==> src/rtl/mem_access_stage_if.sv <==
// rtl/mem_access_stage_if.sv - execute, memory and writeback signals of the memory-access stage
interface mem_access_stage_if;
    logic        ex_valid;
    logic        ex_ready;
    logic [3:0]  ex_mem_op;
    logic [31:0] ex_addr;
    logic [31:0] ex_store_data;
    logic [31:0] ex_alu_result;
    logic [4:0]  ex_rd;
    logic        ex_wb_en;
    logic        mem_req;
    logic        mem_wr;
    logic [31:0] mem_addr;
    logic [7:0]  mem_dout;
    logic [7:0]  mem_din;
    logic        mem_gnt;
    logic        wb_en;
    logic [4:0]  wb_addr;
    logic [31:0] wb_data;

    // The stage itself
    modport slave (
        input  ex_valid, ex_mem_op, ex_addr, ex_store_data, ex_alu_result, ex_rd, ex_wb_en,
        input  mem_din, mem_gnt,
        output ex_ready, mem_req, mem_wr, mem_addr, mem_dout, wb_en, wb_addr, wb_data
    );

    // Execute stage, memory and register file around it
    modport master (
        output ex_valid, ex_mem_op, ex_addr, ex_store_data, ex_alu_result, ex_rd, ex_wb_en,
        output mem_din, mem_gnt,
        input  ex_ready, mem_req, mem_wr, mem_addr, mem_dout, wb_en, wb_addr, wb_data
    );
endinterface

==> src/rtl/mem_access_stage.sv <==
// rtl/mem_access_stage.sv - memory-access stage: ALU pass-through or byte-serial RISC-V load/store
module mem_access_stage (
    input  logic              clk,
    input  logic              rst,
    mem_access_stage_if.slave bus
);
    typedef enum logic [1:0] {IDLE, ACCESS, WAIT_LAST} state_t;

    state_t      state_q;
    logic [3:0]  op_q;
    logic [31:0] addr_q;
    logic [31:0] sdata_q;
    logic [4:0]  rd_q;
    logic        wben_q;
    logic [2:0]  k_q;
    logic [31:0] buf_q;
    logic        pend_q;
    logic [1:0]  pend_idx_q;
    logic        mem_req_q;
    logic        mem_wr_q;
    logic [31:0] mem_addr_q;
    logic [7:0]  mem_dout_q;
    logic        wb_en_q;
    logic [4:0]  wb_addr_q;
    logic [31:0] wb_data_q;

    logic [2:0]  k_d;
    logic        last_d;
    logic [31:0] load_word_d;
    logic [31:0] ext_d;

    function automatic logic is_mem(input logic [3:0] op);
        return (op >= 4'd1) && (op <= 4'd8);
    endfunction

    function automatic logic is_store(input logic [3:0] op);
        return (op >= 4'd6) && (op <= 4'd8);
    endfunction

    function automatic logic [2:0] byte_cnt(input logic [3:0] op);
        case (op)
            4'd1, 4'd4, 4'd6: return 3'd1;
            4'd2, 4'd5, 4'd7: return 3'd2;
            default:          return 3'd4;
        endcase
    endfunction

    function automatic logic [7:0] byte_sel(input logic [31:0] w, input logic [1:0] i);
        return w[{i, 3'b000} +: 8];
    endfunction

    // The byte granted last cycle is merged in here so WAIT_LAST can write back without an extra cycle
    always_comb begin
        k_d         = k_q + 3'd1;
        last_d      = (k_d == byte_cnt(op_q));
        load_word_d = buf_q;
        if (pend_q) begin
            load_word_d[{pend_idx_q, 3'b000} +: 8] = bus.mem_din;
        end
        case (op_q)
            4'd1:    ext_d = {{24{load_word_d[7]}}, load_word_d[7:0]};
            4'd2:    ext_d = {{16{load_word_d[15]}}, load_word_d[15:0]};
            4'd4:    ext_d = {24'b0, load_word_d[7:0]};
            4'd5:    ext_d = {16'b0, load_word_d[15:0]};
            default: ext_d = load_word_d;
        endcase
    end

    always_ff @(posedge clk or posedge rst) begin
        if (rst) begin
            state_q    <= IDLE;
            op_q       <= '0;
            addr_q     <= '0;
            sdata_q    <= '0;
            rd_q       <= '0;
            wben_q     <= 1'b0;
            k_q        <= '0;
            buf_q      <= '0;
            pend_q     <= 1'b0;
            pend_idx_q <= '0;
            mem_req_q  <= 1'b0;
            mem_wr_q   <= 1'b0;
            mem_addr_q <= '0;
            mem_dout_q <= '0;
            wb_en_q    <= 1'b0;
            wb_addr_q  <= '0;
            wb_data_q  <= '0;
        end else begin
            wb_en_q <= 1'b0;
            pend_q  <= 1'b0;
            if (pend_q) begin
                buf_q <= load_word_d;
            end
            case (state_q)
                IDLE: begin
                    if (bus.ex_valid) begin
                        op_q    <= bus.ex_mem_op;
                        addr_q  <= bus.ex_addr;
                        sdata_q <= bus.ex_store_data;
                        rd_q    <= bus.ex_rd;
                        wben_q  <= bus.ex_wb_en;
                        if (is_mem(bus.ex_mem_op)) begin
                            state_q    <= ACCESS;
                            k_q        <= '0;
                            mem_req_q  <= 1'b1;
                            mem_wr_q   <= is_store(bus.ex_mem_op);
                            mem_addr_q <= bus.ex_addr;
                            mem_dout_q <= bus.ex_store_data[7:0];
                        end else begin
                            wb_en_q   <= bus.ex_wb_en;
                            wb_addr_q <= bus.ex_rd;
                            wb_data_q <= bus.ex_alu_result;
                        end
                    end
                end
                ACCESS: begin
                    if (bus.mem_gnt) begin
                        k_q        <= k_d;
                        pend_q     <= ~mem_wr_q;
                        pend_idx_q <= k_q[1:0];
                        if (last_d) begin
                            mem_req_q <= 1'b0;
                            mem_wr_q  <= 1'b0;
                            state_q   <= mem_wr_q ? IDLE : WAIT_LAST;
                        end else begin
                            mem_addr_q <= addr_q + {29'b0, k_d};
                            mem_dout_q <= byte_sel(sdata_q, k_d[1:0]);
                        end
                    end
                end
                WAIT_LAST: begin
                    wb_en_q   <= wben_q;
                    wb_addr_q <= rd_q;
                    wb_data_q <= ext_d;
                    state_q   <= IDLE;
                end
                default: state_q <= IDLE;
            endcase
        end
    end

    assign bus.ex_ready = (state_q == IDLE) && !rst;
    assign bus.mem_req  = mem_req_q;
    assign bus.mem_wr   = mem_wr_q;
    assign bus.mem_addr = mem_addr_q;
    assign bus.mem_dout = mem_dout_q;
    assign bus.wb_en    = wb_en_q;
    assign bus.wb_addr  = wb_addr_q;
    assign bus.wb_data  = wb_data_q;
endmodule

==> src/flat_wrapper.sv <==
// flat-port wrapper written by rule: the top's interface ports become plain ports
module mem_access_stage_flat 
  (clk, rst, bus_ex_valid, bus_ex_mem_op, bus_ex_addr, bus_ex_store_data, bus_ex_alu_result, bus_ex_rd, bus_ex_wb_en, bus_mem_din, bus_mem_gnt, bus_ex_ready, bus_mem_req, bus_mem_wr, bus_mem_addr, bus_mem_dout, bus_wb_en, bus_wb_addr, bus_wb_data);
  mem_access_stage_if bus_i ();
  input  logic clk;
  input  logic rst;
  input wire logic [$bits(bus_i.ex_valid)-1:0] bus_ex_valid;
  input wire logic [$bits(bus_i.ex_mem_op)-1:0] bus_ex_mem_op;
  input wire logic [$bits(bus_i.ex_addr)-1:0] bus_ex_addr;
  input wire logic [$bits(bus_i.ex_store_data)-1:0] bus_ex_store_data;
  input wire logic [$bits(bus_i.ex_alu_result)-1:0] bus_ex_alu_result;
  input wire logic [$bits(bus_i.ex_rd)-1:0] bus_ex_rd;
  input wire logic [$bits(bus_i.ex_wb_en)-1:0] bus_ex_wb_en;
  input wire logic [$bits(bus_i.mem_din)-1:0] bus_mem_din;
  input wire logic [$bits(bus_i.mem_gnt)-1:0] bus_mem_gnt;
  output wire logic [$bits(bus_i.ex_ready)-1:0] bus_ex_ready;
  output wire logic [$bits(bus_i.mem_req)-1:0] bus_mem_req;
  output wire logic [$bits(bus_i.mem_wr)-1:0] bus_mem_wr;
  output wire logic [$bits(bus_i.mem_addr)-1:0] bus_mem_addr;
  output wire logic [$bits(bus_i.mem_dout)-1:0] bus_mem_dout;
  output wire logic [$bits(bus_i.wb_en)-1:0] bus_wb_en;
  output wire logic [$bits(bus_i.wb_addr)-1:0] bus_wb_addr;
  output wire logic [$bits(bus_i.wb_data)-1:0] bus_wb_data;
  assign bus_i.ex_valid = bus_ex_valid;
  assign bus_i.ex_mem_op = bus_ex_mem_op;
  assign bus_i.ex_addr = bus_ex_addr;
  assign bus_i.ex_store_data = bus_ex_store_data;
  assign bus_i.ex_alu_result = bus_ex_alu_result;
  assign bus_i.ex_rd = bus_ex_rd;
  assign bus_i.ex_wb_en = bus_ex_wb_en;
  assign bus_i.mem_din = bus_mem_din;
  assign bus_i.mem_gnt = bus_mem_gnt;
  assign bus_ex_ready = bus_i.ex_ready;
  assign bus_mem_req = bus_i.mem_req;
  assign bus_mem_wr = bus_i.mem_wr;
  assign bus_mem_addr = bus_i.mem_addr;
  assign bus_mem_dout = bus_i.mem_dout;
  assign bus_wb_en = bus_i.wb_en;
  assign bus_wb_addr = bus_i.wb_addr;
  assign bus_wb_data = bus_i.wb_data;
  mem_access_stage u_core (.clk(clk), .rst(rst), .bus(bus_i));
endmodule
==> config.mk <==
export PLATFORM = sky130hd
export DESIGN_NAME = mem_access_stage_flat
export DESIGN_NICKNAME = d
export VERILOG_FILES = /design/src/rtl/mem_access_stage_if.sv /design/src/rtl/mem_access_stage.sv /design/src/flat_wrapper.sv
export SDC_FILE = /design/constraint.sdc
export NUM_CORES = 1
export LEC_CHECK = 0
export ABC_CLOCK_PERIOD_IN_PS = 8800
export CORE_UTILIZATION = 51
export DETAILED_ROUTE_END_ITERATION = 6
export PLACE_DENSITY = 0.8
export RECOVER_POWER = 50
export SETUP_SLACK_MARGIN = 0.02
export SYNTH_ARGS = -nofsm -noshare
export SYNTH_HDL_FRONTEND = slang
export SYNTH_SLANG_ARGS = --single-unit
==> constraint.sdc <==
create_clock -name clk -period 8.8 [get_ports clk]
set_input_delay 1.32 -clock clk [delete_from_list [all_inputs] [get_ports clk]]
set_output_delay 1.32 -clock clk [all_outputs]
set_load 0.02 [all_outputs]
==> run summary, run 1 <==
status: finished, violations left
failing checks: max-capacitance violations, max-slew violations
Hold WC Path Type: reg -> reg
top cell type by total area after synthesis: dfrtp_1
Yosys reg bits: 194
most frequent cells in the layout: dfrtp_1, clkdlybuf4s50_1, nand2_1, mux2_2, o21ai_0
Mapped Cells: 812
Avg Synthesized Cell Area: 11.19 um2
TritonCTS Sinks: 194
Netlist Area Pre-Place: 9086 um2
TritonCTS clock tree: yes
Hold-fix buffers, CTS: 0
Syn. warnings: 0
largest net degree at the start of global routing: 118
initial antenna violation count: 2
post-layout util: 67.91%
Die Area: 18,350 um2
area of the core: 17,360 um2
Final period util: 62.80%
RSZ-0062 raised after global routing: false
final worst slack: 3.273 ns
CP Class: in -> async
Top FF cell, synth: dfrtp_1
First-pass DRT Iterations: 5
Slew HR: -242.8%
global-route wire length before repair: 34.67 mm
power per cell area: 367.4 nW/um2
Final Hold Fails: 0
Synth-to-Final Area Change: 29.73%
Nets: 1,119
Fmax: 180.9 MHz
net count after synthesis: 940
PortBufs: 198
DRC viols: 0
most common cell after layout, fill and taps aside: dfrtp_1
io pins: 199
Vias/cell: 5.662
DR WL/cell: 17.43 um
Power, Total: 4.331 mW
Worst VDD drop: 0.0002066 V
initial drt markers: 527
Inst Count DP: 1,197
Leak: 5.032 nW
MaxCap Viol Count: 1
final WL: 21.42 mm
Worst Setup Start Kind: input pin
Max Root-Sink Buffers: 2
num rows: 48
clock latency on the worst-skew pair: 0.42 ns
GRT Overall Usage: 24.45%
Synth cell types: 56
Final setup viols: 0
worst slew pin tran: 5.114 ns
Post-synth EDFFs: 0
top post-synthesis cells by area: dfrtp_1, mux2_2, nand2_1, mux2i_1, o21ai_0
post_cts resized: 0
Seq/Total Area, Yosys: 53.43%
Post-Route Skew: 0.01109 ns
ratio of cells with drive above 1 in the final layout: 12.35%
HPWL Detailed: 14.96 mm
Placer Congestion: 0.8221
Tmin final: 5.527 ns
ant diodes: 0
clk root buf: clkbuf_16
Final Non-Filler Cells: 1,229
DR vias: 6,959
vias in the first global route: 6,877
Fill cells: 1,319
Die Span X: 135.5 um
initial core utilization: 52.35%
# H-tree levels: 4
Setup Fix Bufs, Post-CTS: 0
worst-path fanout max: 117
CP arrival: 5.92 ns
required time worst endpoint: 9.20 ns
Die Height: 135.5 um
Setup crit end kind: asynchronous set/reset pin
clock buffer count from CTS: 17
antenna viol nets, final: 0
DP Worst Slack: 4.805 ns
Clock transition at path regs: 0.07 ns
GR Overflow Total: 0
Synth async-reset ratio: 100.0%
fraction of post-synthesis cell area in the top cell type by area: 53.43%
setup tns final: 0 ns
Pins Over Slew Limit: 118
final cells by class:
type                       instances  area, um2  area share (%)
clock inverter                    11      127.6           1.083
clock buffer                      21      460.4           3.906
sequential                       194       4855           41.18
timing repair buffer             206       2042           17.32
multi-input combinational        556       3960           33.60
tap                              225      281.5           2.388
inverter                          16      61.31          0.5201
worst paths after layout:
kind	startpoint	end	slack (ns)	depth (start not counted)
worst min-delay path	u_core.bus.mem_addr[15]	u_core.bus.mem_addr[15]	0.47	2
min in group asynchronous	rst	u_core.bus.wb_data[29]	2.85	2
worst max-delay path	rst	u_core.bus.mem_addr[1]	3.27	3
worst max register to register	u_core.k_q[0]	u_core.bus.mem_addr[16]	5.31	8
worst min register to register	u_core.bus.mem_addr[15]	u_core.bus.mem_addr[15]	0.47	2
max in group clk	bus_ex_valid	u_core.sdata_q[23]	4.91	4
logic make-up (layout without fill, tap and decap cells):
kind of cell | after synthesis | after routing | synth area share [%]
multiplexers | 119 | 119 | 15.20
XOR/XNOR | 31 | 31 | 2.988
AO/OA/AOI/OAI | 169 | 169 | 12.24
AND/OR/NAND/NOR | 227 | 227 | 11.76
flip-flops | 194 | 194 | 53.43
buffers and inverters | 62 | 254 | 2.919
adder cells (fa/ha/maj) | 10 | 10 | 1.460
worst max-delay path: stages:
cell,delay [ns]
clkdlybuf4s50_1,0.45
clkinvlp_2,2.86
buf_4,1.12
sequential cells by signal, indices dropped and copies added, names as in the netlist:
name,count
u_core.buf_q,32
u_core.pend_idx_q,2
u_core.bus.mem_dout,8
u_core.addr_q,32
u_core.bus.mem_req,1
u_core.k_q,3
u_core.pend_q,1
u_core.sdata_q,32
u_core.bus.wb_en,1
u_core.bus.mem_addr,32
u_core.rd_q,5
u_core.op_q,4
u_core.bus.wb_addr,5
u_core.wben_q,1
u_core.bus.wb_data,32
u_core.bus.mem_wr,1
u_core.state_q,2
report_power, final:
part	internal [mW]	switching (mW)	leakage, nW	total [mW]
combinational	0.930	1.01	2.36	1.94
clock	0.436	0.338	0.280	0.775
sequential	1.31	0.306	2.39	1.62
total	2.68	1.65	5.03	4.33
routing by layer:
metal	up-vias	GRT usage, %	routed length [um]
li1	3284	-	-
met1	3408	33.58	9897
met2	235	37.98	9732
met3	30	6.135	1342
met4	2	8.115	432
met5	-	0	13
cells in the mapped netlist, types with 2 or more instances:
cell type and number:
o21ai_1 4, nand2b_1 3, xnor2_1 25, clkbuf_2 3, nand2_1 105, xor2_1 6, o2bb2ai_1 2, o31ai_1 5
a311oi_1 3, or4_1 2, nor2b_1 5, a211oi_1 17, o21ai_0 67, nand4_1 19, nor2_1 40, a21oi_1 16
and3_1 5, inv_1 16, a22o_1 24, dfrtp_1 194, nor3_1 22, o21a_1 8, mux2_2 72, o21bai_1 2
or3b_1 2, buf_2 5, a22oi_1 8, clkbuf_1 22, mux4_2 8, nor4b_1 4, a21o_1 3, mux2i_1 39
nor4_1 4, buf_4 4, buf_1 11, nand3_1 9, ha_1 9
stage by stage:
| stage | area (um2) | hold WS, ns |
|---|---|---|
| 2_1_floorplan | 9086 | 0.4619 |
| 3_5_place_dp | 11230 | 0.4701 |
| 3_3_place_gp | 11230 | 0.4613 |
| 6_report | 11790 | 0.4745 |
| 5_1_grt | 11790 | 0.4975 |
| 4_1_cts | 11820 | 0.4855 |
Power figures use the tool's default switching activity.
==> inputs of run 2 (changes only) <==
--- a/config.mk
+++ b/config.mk
@@ -5,10 +5,10 @@
 export SDC_FILE = /design/constraint.sdc
 export NUM_CORES = 1
 export LEC_CHECK = 0
-export ABC_CLOCK_PERIOD_IN_PS = 8800
-export CORE_UTILIZATION = 51
+export ABC_CLOCK_PERIOD_IN_PS = 4650
+export CORE_UTILIZATION = 46
 export DETAILED_ROUTE_END_ITERATION = 6
-export PLACE_DENSITY = 0.8
+export PLACE_DENSITY = 0.77
 export RECOVER_POWER = 50
 export SETUP_SLACK_MARGIN = 0.02
 export SYNTH_ARGS = -nofsm -noshare
==> constraint.sdc (replaced) <==
create_clock -name clk -period 4.65 [get_ports clk]
set_input_delay 0.6975 -clock clk [delete_from_list [all_inputs] [get_ports clk]]
set_output_delay 0.6975 -clock clk [all_outputs]
set_load 0.02 [all_outputs]
==> run 2 against run 1 <==
Effect of this change:
- die area rose by 11%
- final cell count rose by 3.5%
- clock skew hardly changed
- flip-flop and latch count unchanged
- critical path depth increased by 6
- routed wire length up 2.6%
- core utilization fell by 6.5 points
- highest routed layer is now met4
- the flow still finishes with violations (max-capacitance violations, max-slew violations)
- largest cell class unchanged
- largest power group unchanged
- worst setup slack got worse by 2.1 ns
- register-to-register slack got worse by 4.1 ns
- sequential power is 88% higher
==> run summary, run 2 (same netlist as run 1, synthesis figures left out) <==
DR WL/cell: 17.28 um
MaxCap Viol Count: 2
Slew HR: -41.91%
post_cts resized: 0
Die Span X: 142.5 um
num rows: 51
Worst Setup Start Kind: flip-flop
largest net degree at the start of global routing: 103
Post-Layout Inst Area: 11,910 um2
CP cell instances: ha_1 > xor2_1 > ha_1 > a21oi_1 > a21oi_1 > nand3_1 > nor4_1 > a311oi_1 > o21ai_0
sw power: 3.163 mW
Vias/cell: 5.410
WHS: 0.4711 ns
worst-path fanout max: 14
PortBufs: 198
most frequent cells in the layout: dfrtp_1, clkdlybuf4s50_1, nand2_1, mux2_2
Placer Congestion: 0.8566
initial drt markers: 334
Fmax: 286.6 MHz
GRT Overall Usage: 22.40%
Worst VDD drop: 0.0003634 V
Pins Over Slew Limit: 47
Tmin final: 3.489 ns
Die Area: 20,320 um2
power share of the combinational group: 45.0%
TritonCTS Sinks: 194
CP arrival: 3.82 ns
Final Non-Filler Cells: 1,272
TritonCTS clock tree: yes
CP peak stage delay: 0.79 ns
DP Worst Slack: 1.139 ns
antenna viol nets, final: 0
Hold-fix buffers, CTS: 0
initial antenna violation count: 1
Setup Fix Bufs, Post-CTS: 0
Die Height: 142.5 um
area of the core: 19,400 um2
most common cell after layout, fill and taps aside: dfrtp_1
Synth-to-Final Area Change: 31.09%
DR WL met3: 1.497 mm
sw frac: 38.17%
# H-tree levels: 4
highest metal used: met4
P_int: 5.125 mW
setup tns final: 0 ns
Final period util: 75.03%
First-pass DRT Iterations: 5
Final Hold Fails: 0
vias in the first global route: 6,854
clock latency on the worst-skew pair: 0.42 ns
wl on met1: 9.591 mm
Max Root-Sink Buffers: 2
Hold WC Path Type: reg -> reg
final WL: 21.97 mm
Final setup viols: 0
initial core utilization: 46.84%
required time worst endpoint: 4.98 ns
met2 WL post-DR: 10.60 mm
clk root buf: clkbuf_16
sequential share of power: 36.7%
final worst slack: 1.161 ns
CP Class: reg -> reg
Setup crit end kind: flip-flop
crit-path leading delay family: compound AO/OA/AOI/OAI gates
status: finished, violations left
DR vias: 6,882
RSZ-0062 raised after global routing: false
DRC viols: 0
worst hold stages: 2
worst slew pin tran: 2.127 ns
io pins: 199
HPWL Detailed: 15.40 mm
Clock Power Share: 18.3%
Power, Total: 8.288 mW
ratio of cells with drive above 1 in the final layout: 12.52%
Post-Route Skew: 0.01109 ns
Inst Count DP: 1,239
R2R depth: 9
GR Overflow Total: 0
Post-DP Area: 11,310 um2
Nets: 1,121
post-layout util: 61.40%
Clock transition at path regs: 0.07 ns
clock buffer count from CTS: 17
power per cell area: 695.8 nW/um2
failing checks: max-capacitance violations, max-slew violations
Crit path depth: 9
global-route wire length before repair: 35.20 mm
Leak: 5.077 nW
slowest CP cell: a21oi_1
WP buf/inv: 0
## run 2: cell types whose count changed in the layout (fill, tap and decap cells not counted), sizes merged
| cell | previous run | this run |
|---|---|---|
| dlygate4sd3 | 59 | 67 |
| clkdlybuf4s50 | 139 | 131 |
| bufinv | 2 | 3 |
| clkinv | 4 | 5 |
| buf | 8 | 10 |
| clkinvlp | 4 | 2 |
| diode | 0 | 1 |
## run 2: final timing paths
path                                   startpoint                      end  slack [ns]
hold / removal             u_core.bus.mem_addr[4]   u_core.bus.mem_addr[4]        0.47
setup / recovery                    u_core.k_q[0]  u_core.bus.mem_addr[25]        1.16
hold reg to reg            u_core.bus.mem_addr[4]   u_core.bus.mem_addr[4]        0.47
max in group asynchronous                     rst    u_core.bus.wb_data[4]        2.32
setup reg to reg                    u_core.k_q[0]  u_core.bus.mem_addr[25]        1.16
min in group asynchronous                     rst            u_core.pend_q        0.95
## run 2: cell type report
type	count	area [um2]
multi-input combinational	556	3968
inverter	16	61.31
clock inverter	11	151.4
timing repair buffer	208	2082
fill	1641	7487
tap	265	331.6
antenna	1	2.502
sequential	194	4855
clock buffer	21	460.4
## run 2: power by group through the flow
stage | clock (mW) | combinational [mW] | sequential [mW]
floorplan | 0 | 2.27 | 3.31
finish | 1.52 | 3.73 | 3.04
CTS | 1.55 | 3.86 | 3.06
detailed placement | 0 | 3.84 | 3.08
global route | 1.61 | 4.11 | 3.15
global placement | 0 | 3.76 | 3.05
## run 2: per-layer routing
metal,up-vias,track usage (%)
met5,-,0
met4,0,6.225
met3,20,4.946
met2,215,37.67
met1,3370,29.09
li1,3277,-
## run 2: worst min-delay path: stages, from the launching register on
cell,delay (ns)
dfrtp_1,0.34
nand2_1,0.04
o21ai_0,0.06
